--- src/rtl/pc_fetch_unit_if.sv ---
`default_nettype none
// ============================================================================
// Module      : pc_fetch_unit_if
// Description : Bundles the fetch-unit signals: the branch/jump redirect, the
//               instruction-memory request/grant/response handshake and the
//               valid/ready hand-off to decode.
//               master : the fetch unit (drives imem_req/addr, if_*, misalign_err)
//               slave  : the environment (memory, decode, branch resolution)
// Revision    : 1.0 - initial release
// ============================================================================
interface pc_fetch_unit_if #(
    parameter int SIZE = 32
) ();
    logic            redirect;
    logic [SIZE-1:0] redirect_pc;
    logic            imem_req;
    logic [SIZE-1:0] imem_addr;
    logic            imem_gnt;
    logic            imem_rvalid;
    logic [31:0]     imem_rdata;
    logic            if_valid;
    logic [SIZE-1:0] if_pc;
    logic [31:0]     if_instr;
    logic            if_ready;
    logic            misalign_err;

    modport master (
        input  redirect, redirect_pc, imem_gnt, imem_rvalid, imem_rdata, if_ready,
        output imem_req, imem_addr, if_valid, if_pc, if_instr, misalign_err
    );

    modport slave (
        output redirect, redirect_pc, imem_gnt, imem_rvalid, imem_rdata, if_ready,
        input  imem_req, imem_addr, if_valid, if_pc, if_instr, misalign_err
    );
endinterface
`default_nettype wire

--- src/rtl/pc_fetch_unit.sv ---
`default_nettype none
// ============================================================================
// Module      : pc_fetch_unit
// Description : Instruction-fetch front end. Owns the PC, issues one word
//               fetch at a time over imem req/gnt/rvalid and hands each
//               instruction with its PC to decode over if_valid/if_ready.
//               Sequential PC is PC+4 (wraps modulo 2^SIZE); redirects load
//               redirect_pc in any state.
// Ports       : clk, rst (synchronous, active-high)
//               bus (pc_fetch_unit_if.master): redirect/redirect_pc,
//               imem_req/addr/gnt/rvalid/rdata, if_valid/pc/instr/ready,
//               misalign_err
// Option      : PC_ALIGN_CHECK_EN - reject redirects with redirect_pc[1:0]!=0
//               and pulse misalign_err; otherwise the low bits are cleared.
// Revision    : 1.0 - initial release
// ============================================================================
module pc_fetch_unit #(
    parameter int              SIZE      = 32,
    parameter logic [SIZE-1:0] RESET_VEC = '0
) (
    input  wire logic           clk,
    input  wire logic           rst,
    pc_fetch_unit_if.master     bus
);

    localparam logic [SIZE-1:0] c_PC_STEP    = SIZE'(4);
    localparam logic [SIZE-1:0] c_ALIGN_MASK = SIZE'(3);

    typedef enum logic [1:0] {
        S_FETCH = 2'd0,
        S_WAIT  = 2'd1,
        S_HOLD  = 2'd2
    } state_t;

    state_t          r_state;
    logic [SIZE-1:0] r_pc;
    logic            r_drop;
    logic            r_req;
    logic            r_valid;
    logic [SIZE-1:0] r_if_pc;
    logic [31:0]     r_instr;
    logic            r_misalign;

    logic            w_redir_take;
    logic            w_redir_bad;
    logic [SIZE-1:0] w_redir_tgt;
    logic [SIZE-1:0] w_pc_inc;

`ifdef PC_ALIGN_CHECK_EN
    // A misaligned target is treated as if no redirect happened at all.
    assign w_redir_take = bus.redirect && ((bus.redirect_pc & c_ALIGN_MASK) == '0);
    assign w_redir_bad  = bus.redirect && ((bus.redirect_pc & c_ALIGN_MASK) != '0);
    assign w_redir_tgt  = bus.redirect_pc;
`else
    assign w_redir_take = bus.redirect;
    assign w_redir_bad  = 1'b0;
    assign w_redir_tgt  = bus.redirect_pc & ~c_ALIGN_MASK;
`endif

    // Carry out of the top bit is simply dropped.
    assign w_pc_inc = r_pc + c_PC_STEP;

    always_ff @(posedge clk) begin
        if (rst) begin
            r_state    <= S_FETCH;
            r_pc       <= RESET_VEC;
            r_drop     <= 1'b0;
            r_req      <= 1'b0;
            r_valid    <= 1'b0;
            r_if_pc    <= RESET_VEC;
            r_instr    <= '0;
            r_misalign <= 1'b0;
        end else begin
            r_misalign <= w_redir_bad;
            case (r_state)
                S_FETCH: begin
                    if (w_redir_take) begin
                        r_pc <= w_redir_tgt;
                    end
                    if (!r_req) begin
                        // Only reached right after reset: raise the request;
                        // a grant cannot be taken while nothing is requested.
                        r_req <= 1'b1;
                    end else if (bus.imem_gnt) begin
                        r_req   <= 1'b0;
                        r_state <= S_WAIT;
                        // Redirect together with grant: the fetch in flight
                        // is for the old PC, so its response must be dropped.
                        r_drop  <= w_redir_take;
                    end
                end
                S_WAIT: begin
                    if (bus.imem_rvalid) begin
                        if (r_drop || w_redir_take) begin
                            r_drop  <= 1'b0;
                            r_req   <= 1'b1;
                            r_state <= S_FETCH;
                            if (w_redir_take) begin
                                r_pc <= w_redir_tgt;
                            end
                        end else begin
                            r_instr <= bus.imem_rdata;
                            r_if_pc <= r_pc;
                            r_valid <= 1'b1;
                            r_state <= S_HOLD;
                        end
                    end else if (w_redir_take) begin
                        r_pc   <= w_redir_tgt;
                        r_drop <= 1'b1;
                    end
                end
                S_HOLD: begin
                    // Redirect beats a simultaneous if_ready: the transfer
                    // is void and the PC does not advance.
                    if (w_redir_take) begin
                        r_pc    <= w_redir_tgt;
                        r_valid <= 1'b0;
                        r_req   <= 1'b1;
                        r_state <= S_FETCH;
                    end else if (bus.if_ready) begin
                        r_pc    <= w_pc_inc;
                        r_valid <= 1'b0;
                        r_req   <= 1'b1;
                        r_state <= S_FETCH;
                    end
                end
                default: begin
                    r_state <= S_FETCH;
                    r_req   <= 1'b0;
                    r_valid <= 1'b0;
                    r_drop  <= 1'b0;
                end
            endcase
        end
    end

    // The fetch address is the PC register itself.
    assign bus.imem_req     = r_req;
    assign bus.imem_addr    = r_pc;
    assign bus.if_valid     = r_valid;
    assign bus.if_pc        = r_if_pc;
    assign bus.if_instr     = r_instr;
    assign bus.misalign_err = r_misalign;

endmodule
`default_nettype wire

--- src/flat_wrapper.sv ---
// flat-port wrapper written by rule: the top's interface ports become plain ports
module pc_fetch_unit_flat 
#(
    parameter int              SIZE      = 32,
    parameter logic [SIZE-1:0] RESET_VEC = '0
)
  (clk, rst, bus_redirect, bus_redirect_pc, bus_imem_gnt, bus_imem_rvalid, bus_imem_rdata, bus_if_ready, bus_imem_req, bus_imem_addr, bus_if_valid, bus_if_pc, bus_if_instr, bus_misalign_err);
  pc_fetch_unit_if #(.SIZE(SIZE)) bus_i ();
  input  wire logic clk;
  input  wire logic rst;
  input wire logic [$bits(bus_i.redirect)-1:0] bus_redirect;
  input wire logic [$bits(bus_i.redirect_pc)-1:0] bus_redirect_pc;
  input wire logic [$bits(bus_i.imem_gnt)-1:0] bus_imem_gnt;
  input wire logic [$bits(bus_i.imem_rvalid)-1:0] bus_imem_rvalid;
  input wire logic [$bits(bus_i.imem_rdata)-1:0] bus_imem_rdata;
  input wire logic [$bits(bus_i.if_ready)-1:0] bus_if_ready;
  output wire logic [$bits(bus_i.imem_req)-1:0] bus_imem_req;
  output wire logic [$bits(bus_i.imem_addr)-1:0] bus_imem_addr;
  output wire logic [$bits(bus_i.if_valid)-1:0] bus_if_valid;
  output wire logic [$bits(bus_i.if_pc)-1:0] bus_if_pc;
  output wire logic [$bits(bus_i.if_instr)-1:0] bus_if_instr;
  output wire logic [$bits(bus_i.misalign_err)-1:0] bus_misalign_err;
  assign bus_i.redirect = bus_redirect;
  assign bus_i.redirect_pc = bus_redirect_pc;
  assign bus_i.imem_gnt = bus_imem_gnt;
  assign bus_i.imem_rvalid = bus_imem_rvalid;
  assign bus_i.imem_rdata = bus_imem_rdata;
  assign bus_i.if_ready = bus_if_ready;
  assign bus_imem_req = bus_i.imem_req;
  assign bus_imem_addr = bus_i.imem_addr;
  assign bus_if_valid = bus_i.if_valid;
  assign bus_if_pc = bus_i.if_pc;
  assign bus_if_instr = bus_i.if_instr;
  assign bus_misalign_err = bus_i.misalign_err;
  pc_fetch_unit #(.SIZE(SIZE), .RESET_VEC(RESET_VEC)) u_core (.clk(clk), .rst(rst), .bus(bus_i));
endmodule
--- config.mk ---
export PLATFORM = sky130hd
export DESIGN_NAME = pc_fetch_unit_flat
export DESIGN_NICKNAME = d
export VERILOG_FILES = /design/src/rtl/pc_fetch_unit_if.sv /design/src/rtl/pc_fetch_unit.sv /design/src/flat_wrapper.sv
export SDC_FILE = /design/constraint.sdc
export NUM_CORES = 1
export LEC_CHECK = 0
export BUFFER_PORTS_ARGS = -buffer_cell sky130_fd_sc_hd__buf_4
export CAP_MARGIN = 20
export CORE_AREA = 2 2 98 100
export CTS_CLUSTER_SIZE = 40
export DETAILED_ROUTE_END_ITERATION = 10
export DIE_AREA = 0 0 100 102
export PLACE_DENSITY = 0.84
export SETUP_SLACK_MARGIN = 0.05
export SLEW_MARGIN = 10
export SYNTH_ARGS = -nofsm -noshare
export SYNTH_HDL_FRONTEND = slang
export SYNTH_SLANG_ARGS = --single-unit
--- constraint.sdc ---
create_clock -name clk -period 2.57 [get_ports clk]
set_input_delay 0.1285 -clock clk [delete_from_list [all_inputs] [get_ports clk]]
set_output_delay 0.1285 -clock clk [all_outputs]
set_load 0.005 [all_outputs]
### After elaboration in Yosys (flattened, before gate mapping)

Index checks and enable logic that the tools add are counted.
Widths: inputs -> output; s select.

* register bits after elaboration: 101
* output and inout bits: 99
* word-level logic and storage cells: 61
* bits of input ports: 70

* mux-type cells: 31
* reduce and logical (&&, ||, !) cells: 9
* bitwise gates (word level): 3
* add/sub/neg operators: 1
* equal/unequal tests: 10

Operator list (count)
* $mux 32: 5
* $pmux 32 s3: 1
* $add 32x3->32 const B: 1
* $mux 1: 15
* $mux 2: 6
* $pmux 1 s3: 3
* $reduce_and 3->1: 3
* $reduce_and 4->1: 2
* $ne 2x2->1 const B: 3
* $ne 3x3->1 const B: 2
* $pmux 2 s3: 1
* $reduce_and 5->1: 1
* $ne 2x1->1 const B: 2
* $ne 3x2->1 const B: 1
* $not 1->1: 3
* $reduce_bool 3->1: 1
* $eq 2x1->1 const B: 1
* $eq 2x2->1 const B: 1
* $logic_not 2->1: 1
* $logic_or 1x1->1: 1

### Logic depth before layout (Yosys ltp)

* depth after elaboration: 4
* depth in mapped cells: 10
* depth with buffers taken out: 7

### Worst setup path before layout

Ideal clock, no wire load.

* kind: flip-flop to flip-flop
* start point: register u_core.r_state[1]
* end point: register u_core.r_pc[29] (netlist: u_core.bus.imem_addr[29])
* cell stages (with the launch flop): 10
* buffers on the path: 3
* slack: 0.538 ns
* period minus slack after synthesis: 2.032 ns
* library setup time: 0.132 ns
* data required time: 2.438 ns
* arrival time: 1.900 ns
* cells stage by stage: dfxtp_1 > inv_1 > ha_1 > nor4bb_1 > buf_6 > or3_1 > buf_2 > buf_6 > a222oi_1 > a21oi_1

* word-level cells in the longest chain between the ends: 3
* elaborated cells between the ends (all ways): 8
* classes of those cells: eq/ne: 4; mux: 1; reduce/logical: 3

RTL lines
* from (decl): RTL line pc_fetch_unit.sv:35 `state_t r_state;`
* from (signal assigned): RTL line pc_fetch_unit.sv:65 `r_state <= S_FETCH;`
* from (signal assigned): RTL line pc_fetch_unit.sv:86 `r_state <= S_WAIT;`
* from (signal assigned): RTL line pc_fetch_unit.sv:97 `r_state <= S_FETCH;`
* $eq 2x2->1 (tied with other cells): RTL line pc_fetch_unit.sv:75 `case (r_state)`
* $ne 3x3->1 (no source line) (tied with other cells)
* $reduce_and 3->1 (no source line)
* to (signal assigned): RTL line pc_fetch_unit.sv:78 `r_pc <= w_redir_tgt;`
* to (signal assigned): RTL line pc_fetch_unit.sv:99 `r_pc <= w_redir_tgt;`
* to (signal assigned): RTL line pc_fetch_unit.sv:108 `r_pc <= w_redir_tgt;`
* to (decl): RTL line pc_fetch_unit.sv:36 `logic [SIZE-1:0] r_pc;`

Parallel ways exist; a longest one is shown, timed or not.
A chain may end at the register's enable or synchronous reset.

### Worst setup path in the final report

Ends and elaborated chain as after synthesis.

==> results_dict.tcl <==
set metrics [dict create \
    r2r_end "u_core.bus.imem_addr[29]" \
    cts_num_sinks 97 \
    synthArstFlopShare_pct 0 \
    clockRootBuffer "clkbuf_8" \
    ctsResizeCount 0 \
    hold_depth 3 \
    syn_avg_cell_area_um2 7.62 \
    n_antenna_cell 0 \
    ir_worst_vdd_uv 448 \
    outcome "finished, final reports clean" \
    worst-path-max-fanout 23 \
    hold_end "u_core.bus.if_instr[20]" \
    totalWireLength_um 13800 \
    muxShareOfSynthArea_pct 0.912 \
    finClkSkew_ns 0.0122 \
    dpl.cell_count 818 \
    max_freq_mhz 454 \
    areaGrowthSynthToFinish_pct 37.9 \
    synth.top_cell.area_share_pct 44.2 \
    cts_tree "built" \
    setup_tns_ns 0 \
    num_vias 4837 \
    grtUsageTotal_pct 26.3 \
    nNetsFinal 807 \
    postCtsSetupRepairBufs 0 \
    p_leak_nw 2.46 \
    rrSetupSlack_ns 0.37 \
    via_per_inst 5.71 \
    port_buffers 161 \
    synth_edf_count 0 \
    synth_cells 576 \
    ys_seq_area_share_pct 44.2 \
    wl_per_cell_um 16.3 \
    synth_top_area_cell "dfxtp_1" \
    crit_path_cell_trace "inv_1 > ha_1 > nor4bb_4 > or3_1 > buf_12 > nor4b_2 > a222oi_1 > a21oi_1" \
    routabilityCongestion 0.909 \
    syn-cell-area_mm2 0.00439 \
    end_kind "flop" \
    yosysWarnings 0 \
    final_antenna_net_count 0 \
    max_stage_delay_ns 0.45 \
    fin_hold_ws_ns 0.0108 \
    ff2ff_path_depth 8 \
    synth_top_flop_cell "dfxtp_1" \
    drt_first_pass_iters 5 \
    hpwl_um 9350 \
    worst_slew_pin_slew_ns 0.607 \
    crit_buf_inv 2 \
    die_area_mm2 0.0102 \
    clk_pin_slew_worst_paths_ns 0.10 \
    reg2reg_from "u_core.r_state[1]" \
    antenna_found_initial 0 \
    maxCapViolations 0 \
    start_util_pct 48.2 \
    cts_hold_buf 14 \
    hp-class "in -> reg" \
    drive_gt1_share_pct 26.6 \
    min_from "bus_imem_rdata[20]" \
    cts_inserted_buffers 9 \
    synth_fa_ha_area_share_pct 1.42 \
    drv_slew 0 \
    grt_max_degree 57 \
    nFillCells 767 \
    rsz0062_at_grt "no" \
    overflow 0 \
    rows 35 \
    clock_path_buffers 2 \
    netlist_top_cells_area "dfxtp_1 44%, nand2_1 13%, a21oi_1 9.9%" \
    first_iter_violations 311 \
    setup_viol 0 \
    min_period_ns 2.20 \
    cp.required_ns 2.88 \
    ys_ff_latch 97 \
    arrival_ns 2.51 \
    crit_slowest_cell "or3_1" \
    synthSimpleGateAreaFrac_pct 27.3 \
    yosys-top-cells-count "157 x nand2_1, 97 x dfxtp_1, 87 x a21oi_1, 30 x clkbuf_1, 26 x nor2_1" \
    grt_pass1_wl_um 21600 \
    synth_xor_area_share_pct 0 \
    grt_pass1_vias 4476 \
    drc_errors 0 \
    die_h_um 102 \
    slew_headroom_pct 59.5 \
    synth-compound-area-share_pct 20.6 \
    crit_type "reg -> reg" \
    yosys.cell_count.top_type "nand2_1" \
    ios 169 \
    p_per_area_mw_per_mm2 632 \
    crit_path_start_kind "flop" \
    crit_family "simple AND/OR/NAND/NOR gates" \
    synth_top_family_by_area "simple AND/OR/NAND/NOR gates" \
    die_w_um 100 \
    coreArea_mm2 0.00911 \
    final_cell_count_no_fill 847 \
    hold_violations 0 \
    insertion_delay_ns 0.37 \
    htreeDepth 3 \
    synth_cell_types 54 \
    period_share_pct 85.6 \
]
-- area by class of cell --
| class | instances | area (µm²) | area share, % |
|---|---|---|---|
| inverters | 6 | 22.5 | 0.372 |
| repair buffers | 187 | 1450 | 24.0 |
| multi-input cells | 431 | 2260 | 37.4 |
| flip-flops and latches | 97 | 1940 | 32.1 |
| clock buffers | 9 | 124 | 2.05 |
| well taps | 111 | 139 | 2.29 |
| clock inverters | 6 | 115 | 1.90 |
-- layer usage --
metal | GRT usage, % | share of wire, %
met1 | 32.5 | 39
met2 | 45.7 | 51
met3 | 4.31 | 7.4
met4 | 11.3 | 2.5
met5 | 0 | 0
-- registers in the layout (all words and copies together), names as in the netlist --
name and count:
u_core.r_state 2, u_core.bus.if_instr 32, u_core.bus.if_valid 1, u_core.bus.imem_addr 30
u_core.bus.imem_req 1, u_core.r_drop 1, u_core.bus.if_pc 30
-- cells by family after synthesis --
family	Yosys count
fa+ha+maj	5
buf+inv	52
flops	97
simple gates	265
compound gates	152
other cells	1
mux	4
-- layout by cell type (no fill, tap or decap), types with 5 or more instances in the layout --
cell type / count
ha_1: 5
buf_4: 172
o21ai_0: 18
a21oi_1: 87
dlygate4sd3_1: 14
conb_1: 5
nor4_1: 8
nor2_1: 26
or3_1: 7
and3_1: 7
clkbuf_8: 9
inv_1: 5
dfxtp_1: 97
a211oi_1: 5
o22ai_1: 7
nand3_1: 23
nand2_1: 157
nand2b_1: 6
nor3_1: 8
-- worst max-delay path by stage --
stage	cells after the start	to	slack, ns	from
2_1_floorplan	9	u_core.bus.imem_addr[29]	0.54	u_core.r_state[1]
3_3_place_gp	6	u_core.bus.imem_addr[24]	0.50	u_core.bus.imem_addr[2]
3_5_place_dp	8	u_core.bus.imem_addr[29]	0.40	u_core.r_state[1]
4_1_cts	8	u_core.bus.imem_addr[29]	0.38	u_core.r_state[1]
5_1_grt	8	u_core.bus.imem_addr[7]	0.21	u_core.r_state[1]
6_report	8	u_core.bus.imem_addr[29]	0.37	u_core.r_state[1]
-- metrics by stage --
stage	area [µm²]	setup slack (ns)	power, mW	util, %
floorplan	4410	0.538	2.22	-
global placement	5680	0.498	2.58	62.3
detailed placement	5680	0.396	2.62	62.3
CTS	6060	0.381	3.83	66.5
global route	6060	0.211	4.00	66.5
finish	6060	0.369	3.83	66.5
-- worst reg2reg max path, delay by kind of cell (launching register included) --
| kind | cells | cell delay (ns) |
|---|---|---|
| buffers and inverters | 2 | 0.28 |
| adders and majority gates | 1 | 0.27 |
| and+or+nand+nor | 3 | 0.93 |
| AOI/OAI and AO/OA | 2 | 0.28 |
| DFF | 1 | 0.39 |
-- report_power, final --
part           total, mW  internal (mW)  leakage (nW)  switching, mW
sequential          1.76           1.62         0.789          0.141
combinational      0.852          0.412          1.54          0.439
clock               1.21          0.650         0.122          0.563
total               3.83           2.69          2.46           1.14
Note: power is estimated with default switching activity, not from simulation.
